`config.mk`:
```
export PLATFORM = sky130hd
export DESIGN_NAME = mi32_initiator
export DESIGN_NICKNAME = d
export VERILOG_FILES = /design/src/rtl/mi32_initiator_pkg.sv /design/src/rtl/mi32_rsp_fifo.sv /design/src/rtl/mi32_initiator.sv
export SDC_FILE = /design/constraint.sdc
export NUM_CORES = 1
export LEC_CHECK = 0
export ABC_AREA = 1
export BUFFER_PORTS_ARGS = -buffer_cell sky130_fd_sc_hd__buf_2
export CAP_MARGIN = 20
export CELL_PAD_IN_SITES_DETAIL_PLACEMENT = 0
export CELL_PAD_IN_SITES_GLOBAL_PLACEMENT = 1
export CORE_MARGIN = 8
export CORE_UTILIZATION = 49
export DETAILED_ROUTE_END_ITERATION = 7
export PLACE_DENSITY = 0.93
export SYNTH_ARGS = -nofsm -noshare
export SYNTH_HDL_FRONTEND = slang
export SYNTH_SLANG_ARGS = --single-unit
```
`constraint.sdc`:
```
create_clock -name CLK -period 6.6 [get_ports CLK]
set_clock_uncertainty 0.2 [all_clocks]
set_input_delay 0.66 -clock CLK [delete_from_list [all_inputs] [get_ports CLK]]
set_output_delay 0.66 -clock CLK [all_outputs]
set_load 0.1 [all_outputs]
```
`src/rtl/mi32_initiator_pkg.sv`:
```
`default_nettype none
// +----------------------------------------------------------------------+
// | mi32_initiator_pkg : shared types and constants for the MI32 master   |
// | Revision: 1.0                                                        |
// +----------------------------------------------------------------------+
package mi32_initiator_pkg;

    localparam logic [31:0] TIMEOUT_DATA = 32'hDEADDEAD;

    typedef enum logic [0:0] {
        IDLE = 1'b0,
        REQ  = 1'b1
    } state_t;

    // 32-bit bus views of a command and a response
    typedef struct packed {
        logic        wr;
        logic [31:0] addr;
        logic [31:0] data;
        logic [3:0]  be;
    } mi32_cmd_t;

    typedef struct packed {
        logic [31:0] data;
        logic        err;
    } rsp_t;

endpackage
`default_nettype wire

```
`src/rtl/mi32_rsp_fifo.sv`:
```
`default_nettype none
// +----------------------------------------------------------------------+
// | mi32_rsp_fifo : show-ahead synchronous FIFO holding read responses    |
// | Revision: 1.0                                                        |
// +----------------------------------------------------------------------+
module mi32_rsp_fifo #(
    parameter int WIDTH = 33,
    parameter int DEPTH = 8
) (
    input  logic                     clk,
    input  logic                     rst,
    input  logic                     push,
    input  logic [WIDTH-1:0]         push_data,
    input  logic                     pop,
    output logic [WIDTH-1:0]         head,
    output logic                     empty,
    output logic [$clog2(DEPTH):0]   count
);
    localparam int AW = $clog2(DEPTH);

    logic [WIDTH-1:0] mem [DEPTH];
    logic [AW-1:0]    wr_ptr;
    logic [AW-1:0]    rd_ptr;
    logic             full;
    logic             do_push;
    logic             do_pop;

    assign full    = (count == (AW+1)'(DEPTH));
    assign empty   = (count == '0);
    assign do_pop  = pop & ~empty;
    // a push into a full FIFO is accepted when the head leaves in the same cycle
    assign do_push = push & (~full | do_pop);
    assign head    = mem[rd_ptr];

    always_ff @(posedge clk or posedge rst) begin
        if (rst) begin
            wr_ptr <= '0;
            rd_ptr <= '0;
            count  <= '0;
        end else begin
            if (do_push) wr_ptr <= wr_ptr + 1'b1;
            if (do_pop)  rd_ptr <= rd_ptr + 1'b1;
            count <= count + (AW+1)'(do_push) - (AW+1)'(do_pop);
        end
    end

    always_ff @(posedge clk) begin
        if (do_push) mem[wr_ptr] <= push_data;
    end

endmodule
`default_nettype wire

```
`src/rtl/mi32_initiator.sv`:
```
`default_nettype none
// +----------------------------------------------------------------------+
// | mi32_initiator : MI32 bus master with credit-bounded read responses   |
// | Revision: 1.0                                                        |
// +----------------------------------------------------------------------+
module mi32_initiator
    import mi32_initiator_pkg::*;
#(
    parameter int ADDR_WIDTH     = 32,
    parameter int DATA_WIDTH     = 32,
    parameter int RSP_FIFO_DEPTH = 8,
    parameter int TIMEOUT_CYCLES = 1024
) (
    input  logic                    CLK,
    input  logic                    RESET,
    input  logic                    CMD_VALID,
    output logic                    CMD_READY,
    input  logic                    CMD_WR,
    input  logic [ADDR_WIDTH-1:0]   CMD_ADDR,
    input  logic [DATA_WIDTH-1:0]   CMD_DATA,
    input  logic [DATA_WIDTH/8-1:0] CMD_BE,
    output logic                    RSP_VALID,
    input  logic                    RSP_READY,
    output logic [DATA_WIDTH-1:0]   RSP_DATA,
    output logic                    RSP_ERR,
    output logic [DATA_WIDTH-1:0]   MI_DWR,
    output logic [ADDR_WIDTH-1:0]   MI_ADDR,
    output logic [DATA_WIDTH/8-1:0] MI_BE,
    output logic                    MI_RD,
    output logic                    MI_WR,
    input  logic                    MI_ARDY,
    input  logic [DATA_WIDTH-1:0]   MI_DRD,
    input  logic                    MI_DRDY,
    output logic                    ERR
);
    localparam int CW = $clog2(RSP_FIFO_DEPTH) + 1;
    localparam int TW = (TIMEOUT_CYCLES > 0) ? $clog2(TIMEOUT_CYCLES + 1) : 1;
    localparam logic [TW-1:0] TMO_LAST = TW'((TIMEOUT_CYCLES > 0) ? TIMEOUT_CYCLES - 1 : 0);
    localparam logic [CW:0]   CREDITS  = (CW+1)'(RSP_FIFO_DEPTH);

    typedef struct packed {
        logic [DATA_WIDTH-1:0] data;
        logic                  err;
    } rsp_w_t;

    state_t                state;
    state_t                state_nxt;
    logic                  req_wr;
    logic [CW-1:0]         outstanding;
    logic [CW-1:0]         fifo_count;
    logic [CW:0]           used;
    logic [TW-1:0]         tmo_cnt;
    logic                  pending_read;
    logic                  cmd_fire;
    logic                  mi_fire;
    logic                  rd_issue;
    logic                  has_out;
    logic                  drdy_ok;
    logic                  drdy_bad;
    logic                  tmo_fire;
    logic                  rsp_push;
    logic                  fifo_empty;
    rsp_w_t                push_rsp;
    rsp_w_t                head_rsp;

    assign pending_read = (state == REQ) & ~req_wr;
    assign used         = {1'b0, outstanding} + {1'b0, fifo_count} + (CW+1)'(pending_read);
    // writes are credit-gated too so command acceptance never depends on CMD_WR
    assign CMD_READY    = ((state == IDLE) | MI_ARDY) & (used < CREDITS) & ~RESET;
    assign cmd_fire     = CMD_VALID & CMD_READY;
    assign mi_fire      = (state == REQ) & MI_ARDY;
    assign rd_issue     = mi_fire & ~req_wr;

    assign MI_RD = (state == REQ) & ~req_wr;
    assign MI_WR = (state == REQ) &  req_wr;

    always_comb begin
        state_nxt = state;
        if (cmd_fire)     state_nxt = REQ;
        else if (mi_fire) state_nxt = IDLE;
    end

    always_ff @(posedge CLK or posedge RESET) begin
        if (RESET) begin
            state   <= IDLE;
            req_wr  <= 1'b0;
            MI_ADDR <= '0;
            MI_DWR  <= '0;
            MI_BE   <= '0;
        end else begin
            state <= state_nxt;
            if (cmd_fire) begin
                req_wr  <= CMD_WR;
                MI_ADDR <= CMD_ADDR;
                MI_DWR  <= CMD_DATA;
                MI_BE   <= CMD_BE;
            end
        end
    end

    assign has_out  = (outstanding != '0);
    assign drdy_ok  = MI_DRDY & has_out;
    assign drdy_bad = MI_DRDY & ~has_out;
    assign tmo_fire = (TIMEOUT_CYCLES != 0) & has_out & ~MI_DRDY & (tmo_cnt == TMO_LAST);
    assign rsp_push = drdy_ok | tmo_fire;

    always_ff @(posedge CLK or posedge RESET) begin
        if (RESET) begin
            outstanding <= '0;
            tmo_cnt     <= '0;
            ERR         <= 1'b0;
        end else begin
            outstanding <= outstanding + CW'(rd_issue) - CW'(rsp_push);
            if (~has_out | MI_DRDY | tmo_fire) tmo_cnt <= '0;
            else                               tmo_cnt <= tmo_cnt + 1'b1;
            if (drdy_bad | tmo_fire) ERR <= 1'b1;
        end
    end

    always_comb begin
        push_rsp.data = MI_DRD;
        push_rsp.err  = 1'b0;
        if (!drdy_ok) begin
            push_rsp.data = DATA_WIDTH'(TIMEOUT_DATA);
            push_rsp.err  = 1'b1;
        end
    end

    mi32_rsp_fifo #(
        .WIDTH (DATA_WIDTH + 1),
        .DEPTH (RSP_FIFO_DEPTH)
    ) u_rsp_fifo (
        .clk       (CLK),
        .rst       (RESET),
        .push      (rsp_push),
        .push_data (push_rsp),
        .pop       (RSP_READY),
        .head      (head_rsp),
        .empty     (fifo_empty),
        .count     (fifo_count)
    );

    assign RSP_VALID = ~fifo_empty;
    assign RSP_DATA  = head_rsp.data;
    assign RSP_ERR   = head_rsp.err;

endmodule
`default_nettype wire

```
==> report_table.html <==
<table>
<tr><th>Metric</th><th>Value</th></tr>
<tr><th colspan="2">Cells and area</th></tr>
<tr><td>Synthesis-to-finish area growth</td><td>17.7%</td></tr>
<tr><td>Antenna cells</td><td>0</td></tr>
<tr><td>Nets@finish</td><td>1597</td></tr>
<tr><td>Final core utilization</td><td>0.587</td></tr>
<tr><td>Final-layout fill cell count</td><td>2417</td></tr>
<tr><td>Fraction of layout instances using a drive strength above 1</td><td>0.220</td></tr>
<tr><td>Post-route cell area</td><td>0.0175 sq mm</td></tr>
<tr><th colspan="2">Setup path</th></tr>
<tr><td>Path type of the worst setup path</td><td>register to output port</td></tr>
<tr><td>Critical Path Fanout Max</td><td>62</td></tr>
<tr><td>Startpoint of the worst-slack reg-to-reg timing path</td><td>outstanding[2]</td></tr>
<tr><td>Sort of element at the start of the critical path</td><td>register</td></tr>
<tr><td>Endpoint class of the critical path</td><td>output port</td></tr>
<tr><td>Endpoint of the worst register-to-register path</td><td>outstanding[2]</td></tr>
<tr><td>Worst path arrival time</td><td>3.31 ns</td></tr>
<tr><td>Cell count of the worst reg-to-reg path</td><td>11</td></tr>
<tr><td>Worst Path Required</td><td>5.74 ns</td></tr>
<tr><td>Worst setup slack for register-to-register paths</td><td>3.52 ns</td></tr>
<tr><th colspan="2">Floorplan</th></tr>
<tr><td>Die outline area</td><td>0.0362 sq mm</td></tr>
<tr><td>Die Height</td><td>190 um</td></tr>
<tr><td>Count of pins on the block boundary</td><td>213</td></tr>
<tr><td>Area of the core region</td><td>0.0298 sq mm</td></tr>
<tr><td>Initial Utilization</td><td>0.499</td></tr>
<tr><td>Width of the die</td><td>190 um</td></tr>
<tr><td>Row count</td><td>63</td></tr>
<tr><th colspan="2">Timing</th></tr>
<tr><td>Final setup violation count</td><td>0</td></tr>
<tr><td>Setup slack after layout</td><td>2.43 ns</td></tr>
<tr><td>Endpoints failing hold</td><td>0</td></tr>
<tr><td>Max-Slew Margin vs Limit</td><td>0.356</td></tr>
<tr><td>Worst slew pin tran</td><td>0.963 ns</td></tr>
<tr><td>Ratio of final minimum period to clock period</td><td>0.631</td></tr>
<tr><td>Number of pins exceeding their max-slew limit in the final report</td><td>0</td></tr>
<tr><td>Clock period minus worst slack</td><td>4.17 ns</td></tr>
<tr><td>Top achievable clock speed</td><td>0.240 GHz</td></tr>
<tr><td>Post-Route Setup TNS</td><td>0 ns</td></tr>
<tr><td>RSZ-0062 raised after global routing</td><td>no</td></tr>
<tr><th colspan="2">Flow run</th></tr>
<tr><td>Total of max-cap violations</td><td>0</td></tr>
<tr><th colspan="2">Routing</th></tr>
<tr><td>Vias</td><td>10200</td></tr>
<tr><td>DRC marker count from the first detailed-route iteration</td><td>730</td></tr>
<tr><td>WL/cell</td><td>18.5 um</td></tr>
<tr><td>Final routed wirelength across all metal layers</td><td>34.8 mm</td></tr>
<tr><td>Average vias per placed instance</td><td>5.39</td></tr>
<tr><td>Number of search-and-repair iterations in the first detailed-routing pass</td><td>5</td></tr>
<tr><td>ANT nets after route</td><td>0</td></tr>
<tr><td>DRC violation count after routing</td><td>0</td></tr>
<tr><th colspan="2">Synthesis</th></tr>
<tr><td>Count of state elements after synthesis</td><td>360</td></tr>
<tr><td>Number of cells produced by synthesis</td><td>1281</td></tr>
<tr><td>Warnings, synthesis</td><td>0</td></tr>
<tr><td>Yosys top cell area share</td><td>0.533</td></tr>
<tr><td>Syn Std Cell Area</td><td>0.0149 sq mm</td></tr>
<tr><td>Count of cell types in the netlist</td><td>35</td></tr>
<tr><td>Largest cells by area after synthesis</td><td>sky130_fd_sc_hd__edfxtp_1 53%, sky130_fd_sc_hd__dfrtp_1 16%, sky130_fd_sc_hd__nand2_1 6.9%</td></tr>
<tr><td>Post-synthesis cell type with the largest combined area</td><td>sky130_fd_sc_hd__edfxtp_1</td></tr>
<tr><td>Net count after synthesis</td><td>1408</td></tr>
<tr><td>Average size of a mapped cell</td><td>11.6 sq um</td></tr>
<tr><td>Sequential share of the synthesized area</td><td>0.695</td></tr>
<tr><th colspan="2">Clocking</th></tr>
<tr><td>Root Driver</td><td>sky130_fd_sc_hd__clkbuf_16</td></tr>
<tr><td>CTS Buf Count</td><td>36</td></tr>
<tr><td>Cts repair resizes</td><td>0</td></tr>
<tr><td>Total number of clock tree sinks</td><td>360</td></tr>
<tr><td>TritonCTS clock tree</td><td>done</td></tr>
<tr><td>Clock insertion delay at the later pin of the skew report</td><td>0.51 ns</td></tr>
<tr><td>Buffer levels on the longest clock path</td><td>3</td></tr>
<tr><td>Post-CTS setup-driven buffer insertion count</td><td>0</td></tr>
<tr><td>Number of buffers inserted by hold repair at cts</td><td>0</td></tr>
<tr><td>Clock Pin Slew Worst Setup and Hold Paths</td><td>0.06 ns</td></tr>
<tr><td>Htree depth</td><td>2</td></tr>
<tr><th colspan="2">GRT</th></tr>
<tr><td>Overall track demand over capacity in global routing</td><td>0.191</td></tr>
<tr><td>Global route overflow</td><td>0</td></tr>
<tr><td>Vias in the first global route</td><td>10500</td></tr>
<tr><td>Number of antenna violations at the first check in global routing</td><td>3</td></tr>
<tr><td>Maximum number of pins on one net before global-route repair</td><td>75</td></tr>
<tr><td>Global-route wire length before repair</td><td>55.7 mm</td></tr>
<tr><th colspan="2">Place</th></tr>
<tr><td>Total placed instance area</td><td>0.0163 sq mm</td></tr>
<tr><td>Pre-CTS setup slack</td><td>2.95 ns</td></tr>
<tr><td>Total half-perimeter wirelength after legalization and detailed placement</td><td>20.4 mm</td></tr>
<tr><td>Port buffer count</td><td>212</td></tr>
<tr><td>Final weighted congestion of routability-driven global placement</td><td>0.760</td></tr>
<tr><th colspan="2">Hold path</th></tr>
<tr><td>Min-delay worst type</td><td>input port to async pin</td></tr>
<tr><th colspan="2">Outcome</th></tr>
<tr><td>Run status</td><td>complete, no violations</td></tr>
</table>
==> final cells by class <==
type,count,area [sq um],share of cell area
multi-input combinational,800,4090,0.234
timing repair buffer,231,1220,0.0695
clock buffer,48,1020,0.0582
inverter,41,155,0.00886
clock inverter,18,194,0.0111
sequential,360,10300,0.591
tap,390,488,0.0279
==> placed cells by master (no fill, tap or decap), drive strengths merged <==
cell type and n:
fa 2, nor3b 2, nor4 1, buf 231, inv 39, bufinv 4
clkbuf 48, nand3 16, nand4 69, nor2 171, nor3 3, ha 18
mux2i 33, clkinv 16, xor2 6, nand2 276, and2 1, dfrtp 96
a21oi 5, or2 23, o21ai 135, xnor2 5, edfxtp 264, o22ai 33
o211a 1
==> cells in the mapped netlist (all sizes together) <==
| library cell | count |
|---|---|
| fa | 2 |
| nand2 | 276 |
| xor2 | 6 |
| or2 | 23 |
| ha | 18 |
| xnor2 | 5 |
| buf | 38 |
| mux2i | 33 |
| dfrtp | 96 |
| and2 | 1 |
| a21oi | 5 |
| nor3b | 2 |
| nor4 | 1 |
| o21ai | 135 |
| o22ai | 33 |
| edfxtp | 264 |
| clkbuf | 42 |
| clkinv | 1 |
| nand4 | 69 |
| nand3 | 16 |
| nor3 | 3 |
| nor2 | 171 |
| o211a | 1 |
| inv | 40 |
==> logic make-up (layout without fill, tap and decap cells) <==
group,count (synthesis),count (layout),share of synthesized area
XOR/XNOR,11,11,0.00648
AO/OA/AOI/OAI,174,174,0.0624
flip-flops,360,360,0.695
buffers and inverters,121,338,0.0344
adder cells (fa/ha/maj),20,20,0.0178
AND/OR/NAND/NOR,562,562,0.162
multiplexers,33,33,0.0222
==> how the worst max path moves through the flow <==
stage                         start                    to  slack [ns]  depth (start not counted)
4_1_cts        u_rsp_fifo.rd_ptr[0]          RSP_DATA[20]        2.42                          8
2_1_floorplan   u_rsp_fifo.count[2]  u_rsp_fifo.mem[2][0]        2.71                          7
6_report       u_rsp_fifo.rd_ptr[0]          RSP_DATA[20]        2.43                          8
3_5_place_dp   u_rsp_fifo.rd_ptr[0]          RSP_DATA[20]        2.95                          8
5_1_grt        u_rsp_fifo.rd_ptr[0]          RSP_DATA[16]        2.21                          8
3_3_place_gp   u_rsp_fifo.rd_ptr[0]          RSP_DATA[22]        2.63                          7
==> metal layers <==
| layer | part of all wire | global-route usage | vias to the layer above |
|---|---|---|---|
| met3 | 0.10 | 0.0708 | 54 |
| li1 | - | - | 4848 |
| met1 | 0.40 | 0.234 | 4887 |
| met4 | 0.017 | 0.0474 | 6 |
| met2 | 0.48 | 0.319 | 380 |
| met5 | 0.0010 | 0 | - |
==> worst max-delay path, stage by stage (launching register included) <==
cell and delay, ns:
sky130_fd_sc_hd__dfrtp_4 0.73, sky130_fd_sc_hd__inv_2 0.44, sky130_fd_sc_hd__buf_12 0.28, sky130_fd_sc_hd__buf_4 0.41, sky130_fd_sc_hd__o21ai_0 0.17, sky130_fd_sc_hd__o21ai_0 0.12, sky130_fd_sc_hd__nand2_1 0.08, sky130_fd_sc_hd__nand2_1 0.11
sky130_fd_sc_hd__buf_2 0.43
==> registers in the layout (all words and copies together), names as in the netlist <==
| name | count |
|---|---|
| ERR | 1 |
| MI_ADDR | 32 |
| MI_BE | 4 |
| MI_DWR | 32 |
| outstanding | 4 |
| req_wr | 1 |
| state | 1 |
| tmo_cnt | 11 |
| u_rsp_fifo.count | 4 |
| u_rsp_fifo.mem | 264 |
| u_rsp_fifo.rd_ptr | 3 |
| u_rsp_fifo.wr_ptr | 3 |
==> per-stage QoR <==
| step | hold WS [ns] | std cells |
|---|---|---|
| after global placement | 0.248 | 1821 |
| after floorplan | 0.276 | 1281 |
| after detailed placement | 0.253 | 1822 |
| after global routing | 0.0910 | 1888 |
| after CTS | 0.0522 | 1888 |
| final | 0.0375 | 1888 |
Power is left out: the tool's default activity adds up to more than one toggle a clock period on the data nets, which glitch-free logic cannot reach.
